### config.mk
export PLATFORM = sky130hd
export DESIGN_NAME = rom_loader_flat
export DESIGN_NICKNAME = d
export VERILOG_FILES = /design/src/rtl/rom_loader_pkg.sv /design/src/rtl/rom_loader_if.sv /design/src/rtl/rom_loader_sync_fifo.sv /design/src/rtl/rom_loader.sv /design/src/flat_wrapper.sv
export SDC_FILE = /design/constraint.sdc
export NUM_CORES = 1
export LEC_CHECK = 0
export ABC_AREA = 1
export CORE_ASPECT_RATIO = 0.7
export CORE_UTILIZATION = 35
export CTS_CLUSTER_SIZE = 40
export DETAILED_ROUTE_END_ITERATION = 7
export GPL_ROUTABILITY_DRIVEN = 1
export GPL_TIMING_DRIVEN = 0
export PLACE_DENSITY = 0.6
export SLEW_MARGIN = 0
export SYNTH_ARGS = -nofsm -noshare
export SYNTH_HDL_FRONTEND = slang
export SYNTH_SLANG_ARGS = --single-unit
### constraint.sdc
create_clock -name clk -period 6.4 [get_ports clk]
set_clock_uncertainty 0.1 [all_clocks]
set_input_delay 1.92 -clock clk [delete_from_list [all_inputs] [get_ports clk]]
set_output_delay 1.92 -clock clk [all_outputs]
set_load 0.02 [all_outputs]
### src/rtl/rom_loader_pkg.sv
// Shared types for the ROM download path: FIFO entry layout and request FSM states.
package rom_loader_pkg;

    localparam int WORD_BYTES = 4;

    // Only wa[21:0] survives the {wa,1'b0} shift into a 23-bit SDRAM address.
    typedef struct packed {
        logic [21:0] addr;
        logic [31:0] data;
    } fifo_entry_t;

    typedef enum logic {
        IDLE = 1'b0,
        REQ  = 1'b1
    } state_t;

endpackage

### src/rtl/rom_loader_if.sv
// SDRAM write-port bundle between the ROM loader (master) and the controller's write arbiter (slave).
interface rom_loader_if;
    logic [22:0] sdram_addr;
    logic [31:0] sdram_data;
    logic        sdram_we;
    logic        sdram_req;
    logic        sdram_ack;

    modport master (
        output sdram_addr,
        output sdram_data,
        output sdram_we,
        output sdram_req,
        input  sdram_ack
    );

    modport slave (
        input  sdram_addr,
        input  sdram_data,
        input  sdram_we,
        input  sdram_req,
        output sdram_ack
    );
endinterface

### src/rtl/rom_loader_sync_fifo.sv
// Generic single-clock first-word-fall-through FIFO; DEPTH must be a power of two.
module sync_fifo #(
    parameter int WIDTH = 8,
    parameter int DEPTH = 8
) (
    input  logic             clk,
    input  logic             srst,
    input  logic             push,
    input  logic [WIDTH-1:0] push_data,
    input  logic             pop,
    output logic [WIDTH-1:0] pop_data,
    output logic             full,
    output logic             empty
);
    localparam int AW = (DEPTH > 1) ? $clog2(DEPTH) : 1;

    logic [WIDTH-1:0] mem [DEPTH];
    logic [AW-1:0]    wr_ptr_reg;
    logic [AW-1:0]    rd_ptr_reg;
    logic [AW:0]      count_reg;
    logic             wr_en;
    logic             rd_en;

    assign full  = (count_reg == (AW+1)'(DEPTH));
    assign empty = (count_reg == '0);
    // A pop in the same cycle frees the slot, so a full FIFO still accepts the push.
    assign wr_en = push & (~full | pop);
    assign rd_en = pop & ~empty;

    // Asynchronous read of the head entry gives fall-through without an extra stage.
    assign pop_data = mem[rd_ptr_reg];

    always_ff @(posedge clk) begin
        if (wr_en) begin
            mem[wr_ptr_reg] <= push_data;
        end
    end

    always_ff @(posedge clk) begin
        if (srst) begin
            wr_ptr_reg <= '0;
            rd_ptr_reg <= '0;
            count_reg  <= '0;
        end else begin
            if (wr_en) wr_ptr_reg <= wr_ptr_reg + 1'b1;
            if (rd_en) rd_ptr_reg <= rd_ptr_reg + 1'b1;
            case ({wr_en, rd_en})
                2'b10:   count_reg <= count_reg + 1'b1;
                2'b01:   count_reg <= count_reg - 1'b1;
                default: count_reg <= count_reg;
            endcase
        end
    end
endmodule

### src/rtl/rom_loader.sv
// Packs the hps_io ioctl byte stream into 32-bit words, buffers them and writes them
// to SDRAM through a req/ack port.
module rom_loader
    import rom_loader_pkg::*;
#(
    parameter logic [7:0]  ROM_INDEX   = 8'd0,
    parameter int          FIFO_DEPTH  = 8,
    parameter logic [22:0] ADDR_OFFSET = 23'd0
) (
    input  logic        clk,
    input  logic        reset,
    input  logic [24:0] ioctl_addr,
    input  logic [7:0]  ioctl_data,
    input  logic        ioctl_wr,
    input  logic        ioctl_download,
    input  logic [7:0]  ioctl_index,
    rom_loader_if.master sdram,
    output logic        busy,
    output logic        done,
    output logic        overflow
);
    // Byte assembler state
    logic [31:0] word_reg,  word_next;
    logic [3:0]  mask_reg,  mask_next;
    logic [22:0] wa_reg,    wa_next;
    logic        dl_d_reg;

    logic [22:0] in_wa;
    logic [1:0]  in_lane;
    logic        accept;
    logic        jump;
    logic        dl_fall;
    logic [3:0]  base_mask;
    logic [31:0] base_word;
    logic [3:0]  merged_mask;
    logic [31:0] merged_word;

    logic        push;
    fifo_entry_t push_entry;
    logic        pop;
    fifo_entry_t head;
    logic        fifo_full;
    logic        fifo_empty;

    state_t      state_reg, state_next;
    logic [22:0] addr_reg,  addr_next;
    logic [31:0] data_reg,  data_next;
    logic        overflow_reg;
    logic        busy_prev_reg;

    assign in_wa   = ioctl_addr[24:2];
    assign in_lane = ioctl_addr[1:0];
    assign accept  = ioctl_wr & ioctl_download & (ioctl_index == ROM_INDEX);
    assign jump    = accept & (mask_reg != 4'd0) & (in_wa != wa_reg);
    assign dl_fall = dl_d_reg & ~ioctl_download;

    // On an address jump the held word leaves this cycle, so the new byte merges into zeros.
    assign base_mask   = jump ? 4'd0  : mask_reg;
    assign base_word   = jump ? 32'd0 : word_reg;
    assign merged_mask = base_mask | (4'b0001 << in_lane);

    generate
        for (genvar gi = 0; gi < WORD_BYTES; gi++) begin : g_lane
            assign merged_word[gi*8 +: 8] = (in_lane == 2'(gi)) ? ioctl_data
                                                                : base_word[gi*8 +: 8];
        end
    endgenerate

    always_comb begin
        push       = 1'b0;
        push_entry = '{addr: wa_reg[21:0], data: word_reg};
        mask_next  = mask_reg;
        word_next  = word_reg;
        wa_next    = wa_reg;
        if (accept) begin
            wa_next = in_wa;
            if (jump) begin
                push = 1'b1;
            end
            // A fresh byte after a jump sets a single lane, so both pushes never coincide.
            if (merged_mask == 4'hF) begin
                push       = 1'b1;
                push_entry = '{addr: in_wa[21:0], data: merged_word};
                mask_next  = 4'd0;
                word_next  = 32'd0;
            end else begin
                mask_next = merged_mask;
                word_next = merged_word;
            end
        end else if (dl_fall && (mask_reg != 4'd0)) begin
            push      = 1'b1;
            mask_next = 4'd0;
            word_next = 32'd0;
        end
    end

    always_ff @(posedge clk) begin
        if (reset) begin
            word_reg <= '0;
            mask_reg <= '0;
            wa_reg   <= '0;
            dl_d_reg <= 1'b0;
        end else begin
            word_reg <= word_next;
            mask_reg <= mask_next;
            wa_reg   <= wa_next;
            dl_d_reg <= ioctl_download;
        end
    end

    sync_fifo #(
        .WIDTH ($bits(fifo_entry_t)),
        .DEPTH (FIFO_DEPTH)
    ) u_fifo (
        .clk       (clk),
        .srst      (reset),
        .push      (push),
        .push_data (push_entry),
        .pop       (pop),
        .pop_data  (head),
        .full      (fifo_full),
        .empty     (fifo_empty)
    );

    always_comb begin
        state_next = state_reg;
        pop        = 1'b0;
        addr_next  = addr_reg;
        data_next  = data_reg;
        case (state_reg)
            IDLE: begin
                if (!fifo_empty) begin
                    pop        = 1'b1;
                    addr_next  = {head.addr, 1'b0} + ADDR_OFFSET;
                    data_next  = head.data;
                    state_next = REQ;
                end
            end
            REQ: begin
                if (sdram.sdram_ack) begin
                    state_next = IDLE;
                end
            end
            default: state_next = IDLE;
        endcase
    end

    always_ff @(posedge clk) begin
        if (reset) begin
            state_reg     <= IDLE;
            addr_reg      <= '0;
            data_reg      <= '0;
            overflow_reg  <= 1'b0;
            busy_prev_reg <= 1'b0;
        end else begin
            state_reg     <= state_next;
            addr_reg      <= addr_next;
            data_reg      <= data_next;
            busy_prev_reg <= busy;
            if (push && fifo_full && !pop) begin
                overflow_reg <= 1'b1;
            end
        end
    end

    assign sdram.sdram_addr = addr_reg;
    assign sdram.sdram_data = data_reg;
    assign sdram.sdram_req  = (state_reg == REQ);
    assign sdram.sdram_we   = (state_reg == REQ);

    assign busy     = ioctl_download | (mask_reg != 4'd0) | ~fifo_empty | (state_reg == REQ);
    assign done     = busy_prev_reg & ~busy;
    assign overflow = overflow_reg;
endmodule

### src/flat_wrapper.sv
// flat-port wrapper written by rule: the top's interface ports become plain ports
module rom_loader_flat import rom_loader_pkg::*;
#(
    parameter logic [7:0]  ROM_INDEX   = 8'd0,
    parameter int          FIFO_DEPTH  = 8,
    parameter logic [22:0] ADDR_OFFSET = 23'd0
)
  (clk, reset, ioctl_addr, ioctl_data, ioctl_wr, ioctl_download, ioctl_index, busy, done, overflow, sdram_sdram_addr, sdram_sdram_data, sdram_sdram_we, sdram_sdram_req, sdram_sdram_ack);
  rom_loader_if sdram_i ();
  input  logic clk;
  input  logic reset;
  input  logic [24:0] ioctl_addr;
  input  logic [7:0] ioctl_data;
  input  logic ioctl_wr;
  input  logic ioctl_download;
  input  logic [7:0] ioctl_index;
  output logic busy;
  output logic done;
  output logic overflow;
  output wire logic [$bits(sdram_i.sdram_addr)-1:0] sdram_sdram_addr;
  output wire logic [$bits(sdram_i.sdram_data)-1:0] sdram_sdram_data;
  output wire logic [$bits(sdram_i.sdram_we)-1:0] sdram_sdram_we;
  output wire logic [$bits(sdram_i.sdram_req)-1:0] sdram_sdram_req;
  input wire logic [$bits(sdram_i.sdram_ack)-1:0] sdram_sdram_ack;
  assign sdram_sdram_addr = sdram_i.sdram_addr;
  assign sdram_sdram_data = sdram_i.sdram_data;
  assign sdram_sdram_we = sdram_i.sdram_we;
  assign sdram_sdram_req = sdram_i.sdram_req;
  assign sdram_i.sdram_ack = sdram_sdram_ack;
  rom_loader #(.ROM_INDEX(ROM_INDEX), .FIFO_DEPTH(FIFO_DEPTH), .ADDR_OFFSET(ADDR_OFFSET)) u_core (.clk(clk), .reset(reset), .ioctl_addr(ioctl_addr), .ioctl_data(ioctl_data), .ioctl_wr(ioctl_wr), .ioctl_download(ioctl_download), .ioctl_index(ioctl_index), .sdram(sdram_i), .busy(busy), .done(done), .overflow(overflow));
endmodule
# Word level (Yosys, flattened, before mapping)
# Memories as Yosys holds them, arrays and structs flattened. A register that Yosys moved wholly into a read port is not among the register bits.
# Cells that the tools add are included.
# totals
regBits	73
latch_bits	0
ram_bits	432
romBits	0
n_memories	1
# classes
add_sub_neg	4
mul	0
div_mod_pow	0
magnitude_cmp	0
n_eq_ne	8
shifts	1
n_mux	25
bitwise	18
n_reduce_logical	11
# memory_table
name	depth	word_bits	rd	rd_ports_with_merged_regs	wr	line_no	text
u_core.u_fifo.mem	8	54	1	1	1	rom_loader_sync_fifo.sv:17	logic [WIDTH-1:0] mem [DEPTH];
# op_table
cell	n
$mux 32	4
$mux 54	2
$mux 8	4
$ne 23x23->1	1
$mux 4	4
$mux 1	9
$and 1x1->1	8
$eq 4x4->1 const B	2
$logic_not 8->1	1
$pmux 4 s2	1
$add 3x1->3 const B	2
$eq 2x2->1 const B	3
$not 1->1	5
$add 4x1->4 const B	1
$eq 2x1->1 const B	2
$logic_not 4->1	1
$or 1x1->1	4
$or 4x4->4	1
$reduce_bool 2->1	2
$reduce_bool 4->1	1
$shl 1x2->4 const A	1
$sub 4x1->4 const B	1
$logic_and 1x1->1	3
$logic_not 2->1	1
other kinds (3)	3

# Longest topological paths before layout
# Gate-level depths: netlist of the first run.
# logic_depth
depth_word	12
ltp_mapped	24

# Modules after synthesis
# A second synthesis of the first run with hierarchy kept.
# hier_totals
hier_cells	2163
area_unflattened_um2	22993.3
# modules_own_cells
module	instances	cells_per_inst	area_each_um2	seq_area_each_um2
sync_fifo	1	1308	17503.0	13232.7
rom_loader	1	855	5490.3	2342.2

# Worst setup path before layout of the first run
# No wires, ideal clock.
# synth_timing
kind	input to register
startpoint	input port ioctl_addr[10]
endpoint	memory u_core.u_fifo.mem[1][0] (netlist bit) (enable)
arrival_ns	5.493
t_required_ns	5.834
path_slack_ns	0.341
stages	16
path_buffers	0
cell_sequence	inv_1 nand2_1 nand2_1 nor2_1 nand2_1 nor2_1 nand3_1 nand2_4 nand2_1 nand2_1 nand2_2 nor2_8 nand2_2 nand2_4 nand3_2 nor2_1
# synth_via
elab_chain_len	10
word_cells_on_any_way	11
# synth_lines
element	line_no	text
from (decl)	flat_wrapper.sv:12	input logic [24:0] ioctl_addr;
$ne 23x23->1 (*)	rom_loader.sv:54	assign jump = accept & (mask_reg != 4'd0) & (in_wa != wa_reg);
$and 1x1->1 (*)	rom_loader.sv:54	
$mux 4	rom_loader.sv:58	assign base_mask = jump ? 4'd0 : mask_reg;
$or 4x4->4	rom_loader.sv:60	assign merged_mask = base_mask | (4'b0001 << in_lane);
$eq 4x4->1	rom_loader.sv:81	if (merged_mask == 4'hF) begin
$mux 1 (*)	rom_loader.sv:81	
$mux 1 (*)	rom_loader.sv:75	if (accept) begin
$and 1x1->1 (*)	rom_loader_sync_fifo.sv:27	assign wr_en = push & (~full | pop);
$mux 1 (*)	rom_loader_sync_fifo.sv:34	if (wr_en) begin
$mux 1 (implied by the code) (*)	rom_loader_sync_fifo.sv:35	mem[wr_ptr_reg] <= push_data;
to (decl)	rom_loader_sync_fifo.sv:17	
# Mark *: on every way between the ends. The rest lies on a longest branch, timed or not.

# Final worst setup path of the first run
# layout_timing
startpoint	input port ioctl_addr[21]
endpoint	memory u_core.u_fifo.mem[0][37] (netlist bit) (enable)
# The elaborated chain is that of the path after synthesis.

==> results of run 1 <==
==> layer usage <==
layer  share of wire  global-route usage  vias to the layer above
met2            0.43               0.308                      689
met5               0                   0                        -
met3           0.097              0.0441                       96
li1                -                   -                     7368
met4           0.023              0.0503                        0
met1            0.45               0.290                     7813
==> worst paths after layout <==
kind         cells past startpoint                        to  slack, ps
min reg2reg                      2         u_core.wa_reg[22]        380
max reg2reg                     18  u_core.u_fifo.mem[0][37]       1990
max                             19  u_core.u_fifo.mem[0][37]        620
min                              2         u_core.wa_reg[22]        380
==> where the power goes <==
| group | total [µW] | switching, µW | internal (µW) | leakage (µW) |
|---|---|---|---|---|
| combinational | 2610 | 1800 | 815 | 0.00314 |
| sequential | 4120 | 112 | 4010 | 0.00553 |
| clock | 3300 | 1360 | 1940 | 0.000878 |
==> worst min-delay path: stages, from the launching register on <==
cell and delay [ps]:
dfxtp_1 310, inv_1 70, a21oi_1 50
==> cell usage in the layout, fill, tap and decap left out, drive strengths merged, types with 3 or more instances in the layout <==
| cell | instances |
|---|---|
| a21oi | 119 |
| a31oi | 8 |
| buf | 50 |
| bufinv | 8 |
| clkbuf | 200 |
| clkdlybuf4s50 | 103 |
| clkinv | 15 |
| dfxtp | 127 |
| edfxtp | 432 |
| ha | 5 |
| inv | 75 |
| mux2i | 54 |
| nand2 | 245 |
| nand3 | 32 |
| nor2 | 285 |
| nor3 | 19 |
| nor4 | 4 |
| o21ai | 276 |
| o221ai | 41 |
| o22ai | 26 |
| o32ai | 41 |
| xnor2 | 3 |
| xor2 | 3 |
==> area by class of cell <==
cell class | count | area [µm²]
repair buffers | 128 | 1580
clock inverters | 25 | 329
multi-input cells | 1167 | 6040
well taps | 829 | 1040
clock buffers | 75 | 1480
flip-flops and latches | 559 | 15500
inverters | 74 | 280
diodes | 1 | 2.50
plain buffers | 150 | 613
fillers | 5868 | 36300
==> cells by family after synthesis <==
group,share of synthesized area
AOI/OAI and AO/OA,0.130
xor gates and xnor gates,0.00235
adders and majority gates,0.00279
buffers and inverters,0.0399
DFF,0.693
muxes,0.0241
other,0.000167
and+or+nand+nor,0.107
==> stage by stage <==
stage                     setup slack, ps  power, µW  hold slack, ps  TNS (ps)   util
after floorplan                       341       5610             344         0      -
after global placement              -3640       6730             361  -1427500  0.387
after detailed placement             13.9       6790             369         0  0.397
after CTS                             618      10100             381         0  0.425
after global routing                  383      10400             403         0  0.425
final                                 617      10000             380         0  0.425
==> results by group, run 1 <==
Worst hold path
  • Worst Hold Class: reg -> reg
  • Hold path start: u_core.wa_reg[22]

Logic synthesis
  • Most common cell in the netlist: edfxtp_1
  • Number of synthesized flops with an enable pin: 432
  • Post-synthesis register bit count: about 560
  • Syn nets: between 2,000 and 2,500
  • Top_reg_cell synth: edfxtp_1
  • Sequential area share after synthesis: 0.693
  • Largest area contributor in the netlist: edfxtp_1
  • Synth unique cells: 40
  • Post-synthesis cell count: about 2,000
  • Synth area leaders: edfxtp_1 58%, dfxtp_1 11%, o21ai_0 6.0%, nor2_1 4.7%, nand2_1 4.0%
  • Ys async rst share: 0
  • Post-synth top cells: 432 x edfxtp_1, 281 x nor2_1, 268 x o21ai_0
  • Syn Area/Cell: 11.5 µm²
  • Post-Synthesis Cell Area: approximately 22,000 µm²
  • Syn. warnings: 0
  • Top-area cell type share of the netlist area: 0.579

GRT
  • Grt total ovfl: 0
  • Initial antenna violation count: 1
  • Gr usage total: 0.201
  • Vias in the first global route: approximately 15,000
  • Largest net degree at the start of global routing: 27
  • First-pass GRT wire length: roughly 100,000 µm

Clocking
  • H-tree Lvls: 2
  • Clock Tree Root: clkbuf_16
  • Clock Sinks: approximately 560
  • CTS Buffer Depth: 3
  • Hold-fix buffers, CTS: 0
  • Clk slew on worst S/H paths: approximately 60 ps
  • CTS tree: built
  • CTS resizes: 0
  • Setup bufs post-CTS: 0
  • CTS Buf Count: 53
  • Worst-Skew Late Latency: 590 ps

Setup path
  • Crit path launch: ioctl_addr[21]
  • Worst path max stage delay: 700 ps
  • Worst path required time: between 6000 and 7000 ps
  • Crit path top cell by count: nand2_1
  • Kind of cell adding the most delay to the critical path: simple AND/OR/NAND/NOR gates
  • R2r startpoint: u_core.wa_reg[21]
  • Worst Path Max Fanout: 15
  • Setup crit end kind: register
  • Cell Chain, Critical Path: clkdlybuf4s50_1 > inv_1 > nand2_1 > nand2_1 > nor2_1 > nand2_1 > nor2_1 > nand3_1 > nand2_4 > nand2_1 > nand2_1 > nand2_2 > nor2_8 > nand2_2 > nand2_4 > nand2_2 > nor3_4 > buf_16 > buf_16
  • WP buf/inv: 4
  • Worst path slowest cell: nor3_4
  • Crit path launch type: primary input
  • Worst EP arrival: 5970 ps
  • Critical path class: in -> reg

Finish
  • Final #Nets: between 2,000 and 2,500
  • Ratio of cells with drive above 1 in the final layout: 0.0643
  • Max reg flops: roughly 430
  • Design area: between 20,000 and 30,000 µm²
  • Final std cells w/o fill: 3,008
  • Synth-to-Final Area Change: 20.0%

Pwr
  • PwrDens: 373 nW/µm²
  • P_leak: 0.00955 µW
  • Peak VDD IR: 201 µV

Placed design
  • Post-DP HPWL: about 45,000 µm
  • Placed insts: between 2,000 and 3,000
  • Gpl congestion: ~0.83
  • DP Area: about 25,000 µm²
  • Port bufs: 103

Timing
  • Fin. Hold Viols: 0
  • Final period util: 0.904
  • Minimum clock period: approximately 5800 ps
  • Fmax: roughly 170 MHz
  • RSZ-0062 raised after global routing: no
  • Endpoints failing setup: 0
  • Max-slew violations: 0
  • Worst slew pin tran: between 1000 and 1500 ps
  • Worst rel slew slack: 0.188

Die
  • Total die area: approximately 65,000 µm²
  • Die W: 304 µm
  • Die Span Y: between 200 and 250 µm
  • Rows: 77
  • Effective utilization at floorplan: 0.354
  • Top Ports: roughly 110
  • Core area: 63,200 µm²

Drt
  • Pre-antenna DRT Iters: 5
  • Vias: about 16,000
  • Drt total wl: roughly 66,000 µm
  • DRC: 0
  • Vias per cell: around 5.3
  • DRT iter0 DRCs: between 1,500 and 2,000
  • Final ANT Viol Nets: 0
  • Avg WL per Cell: 22.1 µm

Flow run
  • Max_cap viols: 0

Run status
  • Status: complete, no violations
Power figures use the tool's default switching activity.
==> run 2, diff against run 1 <==
- CORE_ASPECT_RATIO: 0.7 -> default
==> results by group, run 2 (same netlist as run 1, synthesis figures left out) <==
Finish
  • Fill cells: 5,796 (-1.2%)
  • Design area: 26,800 µm² (-0.17%)
  • Final #Nets: 2,184 (unchanged)
  • Max reg flops: 432 (unchanged)
  • Multi-input gate area: 6040 µm² (unchanged)
  • Final std cells w/o fill: 3,026 (+0.60%)
  • Finished Core Util: 0.425 (-0.000699)
  • Commonest non-fill, non-tap cells in the layout: 432 x edfxtp_1, 277 x nor2_1, 268 x o21ai_0
  • Ratio of cells with drive above 1 in the final layout: 0.0679 (+0.00361)
  • # diodes: 0 (-1)
  • Synth-to-Final Area Change: 19.8%
  • Commonest non-fill, non-tap cell in the layout: edfxtp_1
  • Area occupied by registers: 15,500 µm² (unchanged)

Drt
  • Drt total wl: 64,300 µm (-3.1%)
  • Vias per cell: 5.30 (-0.15%)
  • Final ANT Viol Nets: 0 (unchanged)
  • Pre-antenna DRT Iters: 5 (unchanged)
  • DRT iter0 DRCs: 1,520 (-17%)
  • Avg WL per Cell: 21.2 µm (-3.6%)
  • Vias: 16,000 (+0.45%)
  • DRC: 0 (unchanged)

Run status
  • Status: complete, no violations

GRT
  • Vias in the first global route: 15,400 (+0.58%)
  • Largest net degree at the start of global routing: 26 (-3.7%)
  • Initial antenna violation count: 0 (-1)
  • M3 GR Usage: 0.0304 (-0.0137)
  • Grt total ovfl: 0 (unchanged)
  • First-pass GRT wire length: 95,300 µm (-2.2%)
  • Gr usage total: 0.197 (-0.00440)
  • GR Layer Usage met1: 0.276 (-0.0147)
  • GR peak layer: met2
  • M2 GR Usage: 0.314 (+0.00568)

Setup path
  • Worst path max stage delay: 830 ps (+130 ps)
  • Crit path top cell by count: nand2_1
  • Worst path slowest cell: nor3_4
  • Cell Chain, Critical Path: clkdlybuf4s50_1 > inv_1 > nand2_1 > nand2_1 > nor2_1 > nand2_1 > nor2_1 > nand3_1 > nand2_4 > nand2_1 > nand2_1 > nand2_2 > nor2_8 > nand2_2 > nand2_4 > nand2_2 > nor3_4 > buf_8 > buf_16
  • Worst Path Max Fanout: 15 (unchanged)
  • Setup crit end kind: register
  • Worst EP arrival: 5870 ps (-100 ps)
  • Worst path required time: 6600 ps (+20 ps)
  • Critical path class: in -> reg
  • Crit path launch type: primary input

Placed design
  • Port bufs: 103 (unchanged)
  • DP Area: 25,000 µm² (-0.15%)
  • Placed insts: 2,921 (+0.48%)
  • Gpl congestion: 0.848 (+2.3%)
  • Placement Setup Slack: 167 ps (+153 ps)
  • Post-DP HPWL: 43,800 µm (-3.0%)

Die
  • Total die area: 65,000 µm² (about the same)
  • Die Span Y: 255 µm (+19%)
  • Die W: 255 µm (-16%)
  • Rows: 92 (+19%)
  • Effective utilization at floorplan: 0.354 (about the same)
  • Top Ports: 106 (unchanged)
  • Core area: 63,200 µm² (about the same)

Clocking
  • H-tree Lvls: 2 (unchanged)
  • CTS tree: built
  • Clock Sinks: 559 (unchanged)
  • CTS Buf Count: 56 (+5.7%)
  • Clk slew on worst S/H paths: 60 ps (about the same)
  • CTS resizes: 0 (unchanged)
  • Hold-fix buffers, CTS: 0 (unchanged)
  • Clock Tree Root: clkbuf_16
  • Setup bufs post-CTS: 0 (unchanged)
  • CTS Buffer Depth: 3 (unchanged)
  • Worst-Skew Late Latency: 620 ps (+30 ps)

Pwr
  • P_leak: 0.00952 µW (-0.32%)
  • Peak VDD IR: 247 µV (+23%)
  • PwrDens: 368 nW/µm² (-1.3%)

Timing
  • Final period util: 0.887 (-0.0166)
  • Max-slew violations: 0 (unchanged)
  • Worst slew pin tran: 1120 ps (-101 ps)
  • Endpoints failing setup: 0 (unchanged)
  • Fin. Hold Viols: 0 (unchanged)
  • Worst rel slew slack: 0.252 (+0.0645)
  • Fmax: 176 MHz (+1.9%)
  • Fin worst setup slack: 723 ps (+106 ps)
  • RSZ-0062 raised after global routing: no
  • Final hold slack: 370 ps (-9.83 ps)
  • Minimum clock period: 5680 ps (-106 ps)

Flow run
  • Max_cap viols: 0 (unchanged)

Worst hold path
  • Worst Hold Class: reg -> reg
run 2: cell types whose count changed in the layout (fill, tap and decap cells not counted), sizes merged:
cell,previous run,this run
inv,75,74
bufinv,8,4
buf,50,47
diode,1,0
clkbuf,200,196
clkinv,15,25
clkinvlp,1,5
run 2: cell type report:
class,instances,area share
flip-flops and latches,559,0.578
multi-input cells,1167,0.225
repair buffers,125,0.0565
clock buffers,71,0.0558
well taps,846,0.0394
plain buffers,150,0.0228
clock inverters,34,0.0114
inverters,74,0.0104
run 2: per-layer routing:
| layer | vias up | share of wire |
|---|---|---|
| met5 | - | 0 |
| met4 | 0 | 0.023 |
| met3 | 98 | 0.076 |
| met2 | 663 | 0.46 |
| met1 | 7914 | 0.44 |
| li1 | 7363 | - |
run 2: per-stage QoR:
step                setup TNS (ps)  power [µW]
CTS                              0        9940
floorplan                        0        5610
finish                           0        9890
detailed placement               0        6740
global route                     0       10300
global placement          -1291360        6690
run 2: critical path: cells and delay by family:
kind | cells | cell delay (ps)
buf+inv | 4 | 1020
simple gates | 15 | 2880
run 2: path summary, 6_finish.rpt:
| check | start | to | slack (ps) | depth (start not counted) |
|---|---|---|---|---|
| worst max-delay path | ioctl_addr[21] | u_core.u_fifo.mem[6][52] | 720 | 19 |
| worst min-delay path | u_core.wa_reg[22] | u_core.wa_reg[22] | 370 | 2 |
| worst max register to register | u_core.wa_reg[21] | u_core.u_fifo.mem[6][52] | 2070 | 18 |
| worst min register to register | u_core.wa_reg[22] | u_core.wa_reg[22] | 370 | 2 |
run 2: power breakdown:
| part | switching, µW | internal (µW) |
|---|---|---|
| clock | 1400 | 1820 |
| sequential | 113 | 4010 |
| combinational | 1730 | 806 |
==> run 3, diff against run 2 <==
- PLACE_DENSITY: 0.6 -> 0.55
- REMOVE_ABC_BUFFERS: default -> 1
==> results by group, run 3 (same netlist as run 1, synthesis figures left out) <==
Clocking
  • CTS Buffer Depth: 3 (unchanged)
  • H-tree Lvls: 2 (unchanged)
  • Worst-Skew Late Latency: 610 ps (about the same)
  • Clock Tree Root: clkbuf_16
  • CTS tree: built
  • Hold-fix buffers, CTS: 0 (unchanged)
  • CTS Buf Count: 57 (+1.8%)
  • Clock Sinks: 559 (unchanged)
  • Clk slew on worst S/H paths: 60 ps (about the same)

Die
  • Rows: 92 (unchanged)
  • Die Span Y: 255 µm (unchanged)
  • Top Ports: 106 (unchanged)
  • Die W: 255 µm (unchanged)
  • Effective utilization at floorplan: 0.354 (unchanged)
  • Total die area: 65,000 µm² (unchanged)
  • Core area: 63,200 µm² (unchanged)

Finish
  • Design area: 26,800 µm² (-0.27%)
  • # diodes: 0 (unchanged)
  • Max reg flops: 432 (unchanged)
  • Final std cells w/o fill: 2,905 (-4.0%)
  • Synth-to-Final Area Change: 19.5%
  • Final #Nets: 2,063 (-5.5%)
  • Commonest non-fill, non-tap cells in the layout: 432 x edfxtp_1, 275 x nor2_1, 268 x o21ai_0
  • Commonest non-fill, non-tap cell in the layout: edfxtp_1
  • Ratio of cells with drive above 1 in the final layout: 0.0792 (+0.0113)

Placed design
  • Post-DP HPWL: 32,000 µm (-27%)
  • Placed insts: 2,787 (-4.6%)
  • Port bufs: 104 (+0.97%)
  • DP Area: 24,800 µm² (-0.88%)
  • Gpl congestion: 0.736 (-13%)

Setup path
  • Worst reg-to-reg setup slack: 1720 ps (-350 ps)
  • Cell Chain, Critical Path: clkdlybuf4s50_1 > inv_1 > nand2_1 > nand2_1 > nor2_1 > nand2_1 > nor2_1 > nand3_1 > nand2_4 > nand2_1 > nand2_1 > nand2_2 > nor2_8 > nand2_4 > nand2_4 > nand3_2 > nor2_4 > buf_12
  • FF-to-FF path depth: 17 (-1)
  • Reg-to-Reg End: u_core.u_fifo.mem[5][40]
  • Crit path top cell by count: nand2_1
  • Worst path required time: 6600 ps (about the same)
  • Worst Path Max Fanout: 41 (+26)
  • Worst path max stage delay: 640 ps (-190 ps)
  • Setup crit end kind: register
  • Worst EP arrival: 6150 ps (+280 ps)
  • Worst path slowest cell: nor2_4
  • Crit path launch type: primary input
  • Critical path class: in -> reg
  • R2r startpoint: u_core.wa_reg[19]

Drt
  • Vias: 14,900 (-7.3%)
  • Drt total wl: 53,900 µm (-16%)
  • DRC: 0 (unchanged)
  • Avg WL per Cell: 18.5 µm (-13%)
  • Final ANT Viol Nets: 0 (unchanged)
  • DRT iter0 DRCs: 1,146 (-25%)
  • Vias per cell: 5.12 (-3.4%)
  • Pre-antenna DRT Iters: 6 (+1)

GRT
  • Initial antenna violation count: 0 (unchanged)
  • Grt total ovfl: 0 (unchanged)
  • First-pass GRT wire length: 83,100 µm (-13%)
  • Gr usage total: 0.166 (-0.0305)
  • Largest net degree at the start of global routing: 95 (+270%)
  • Vias in the first global route: 14,300 (-7.2%)

Timing
  • Final period util: 0.930 (+0.0434)
  • Endpoints failing setup: 0 (unchanged)
  • Max-slew violations: 0 (unchanged)
  • Fmax: 168 MHz (-4.7%)
  • RSZ-0062 raised after global routing: no
  • Setup_tns: 0 ps (unchanged)
  • Fin. Hold Viols: 0 (unchanged)
  • Worst slew pin tran: 941 ps (-177 ps)
  • Minimum clock period: 5950 ps (+278 ps)
  • Worst rel slew slack: 0.373 (+0.121)

Pwr
  • Switching Power: 2870 µW (-12%)
  • Clock power frac: 0.340 (+0.014)
  • Pint: 6770 µW (+1.9%)
  • Reg power frac: 0.434 (+0.017)
  • PwrDens: 360 nW/µm² (-2.3%)
  • Peak VDD IR: 203 µV (-18%)
  • Sw Ratio: 0.298 (-0.0308)
  • P_leak: 0.00958 µW (+0.62%)
  • Logic pwr share: 0.227 (-0.030)

Flow run
  • Max_cap viols: 0 (unchanged)

Worst hold path
  • Worst Hold Class: reg -> reg
  • Worst Hold End: u_core.overflow
  • Hold path start: u_core.overflow
  • Min-Delay Path Depth: 2 (unchanged)

Run status
  • Status: complete, no violations
## run 3: cell types whose count changed in the layout (fill, tap and decap cells not counted), sizes merged
cell	before	now
clkbuf	196	75
bufinv	4	5
buf	47	50
clkinvlp	5	1
## run 3: worst max path at each step
stage                                      startpoint                          end  slack (ps)  cells past startpoint
after global placement    u_core.u_fifo.rd_ptr_reg[0]  u_core.sdram.sdram_data[20]       -8990                      5
after CTS                              ioctl_addr[20]     u_core.u_fifo.mem[7][26]           4                     18
final                                  ioctl_addr[20]     u_core.u_fifo.mem[5][40]         450                     18
after floorplan           u_core.u_fifo.rd_ptr_reg[0]  u_core.sdram.sdram_addr[10]       -1750                      5
after global routing                   ioctl_addr[20]   u_core.u_fifo.count_reg[2]          10                     25
after detailed placement               ioctl_addr[20]     u_core.u_fifo.mem[0][41]        -820                     20
## run 3: power by group through the flow
| stage | sequential (µW) | combinational [µW] | clock (µW) |
|---|---|---|---|
| after floorplan | 4510 | 1120 | 0 |
| after global placement | 4550 | 2120 | 0 |
| after detailed placement | 4260 | 2220 | 0 |
| after CTS | 4180 | 2230 | 3350 |
| after global routing | 4210 | 2440 | 3490 |
| final | 4180 | 2180 | 3270 |
## run 3: final cells by class
cell class	instances	area [µm²]
clock buffer	75	1560
clock inverter	31	275
fill	5800	36400
inverter	74	288
multi-input combinational	1167	6060
sequential	559	15500
tap	846	1060
timing repair buffer	153	1990
## run 3: timing repair
| action | CTS | global route |
|---|---|---|
| endpoints found under the setup margin | 59 | 291 |
| pin swaps | 3 | 2 |
| resized for setup | 0 | 1 |
| buffers inserted | 5 | 7 |
## run 3: worst max-delay path: cells and delay by family
family,cells,cell delay [ps]
AND/OR/NAND/NOR,15,3340
buffers and inverters,3,840
## run 3: metal layers
| layer | routed length (µm) | up-vias | track usage | part of all wire |
|---|---|---|---|---|
| li1 | - | 7119 | - | - |
| met1 | 24800 | 7331 | 0.231 | 0.46 |
| met2 | 25300 | 349 | 0.271 | 0.47 |
| met3 | 2700 | 74 | 0.0253 | 0.050 |
| met4 | 1040 | 0 | 0.0455 | 0.019 |
| met5 | 0 | - | 0 | 0 |
## run 3: metrics by stage
| step | util | power (µW) | setup slack [ps] | hold slack [ps] |
|---|---|---|---|---|
| 2_1_floorplan | - | 5640 | -1750 | 346 |
| 3_3_place_gp | 0.378 | 6670 | -8990 | 361 |
| 3_5_place_dp | 0.393 | 6470 | -818 | 372 |
| 4_1_cts | 0.423 | 9760 | 3.80 | 381 |
| 5_1_grt | 0.423 | 10100 | 14.9 | 401 |
| 6_report | 0.423 | 9630 | 446 | 379 |
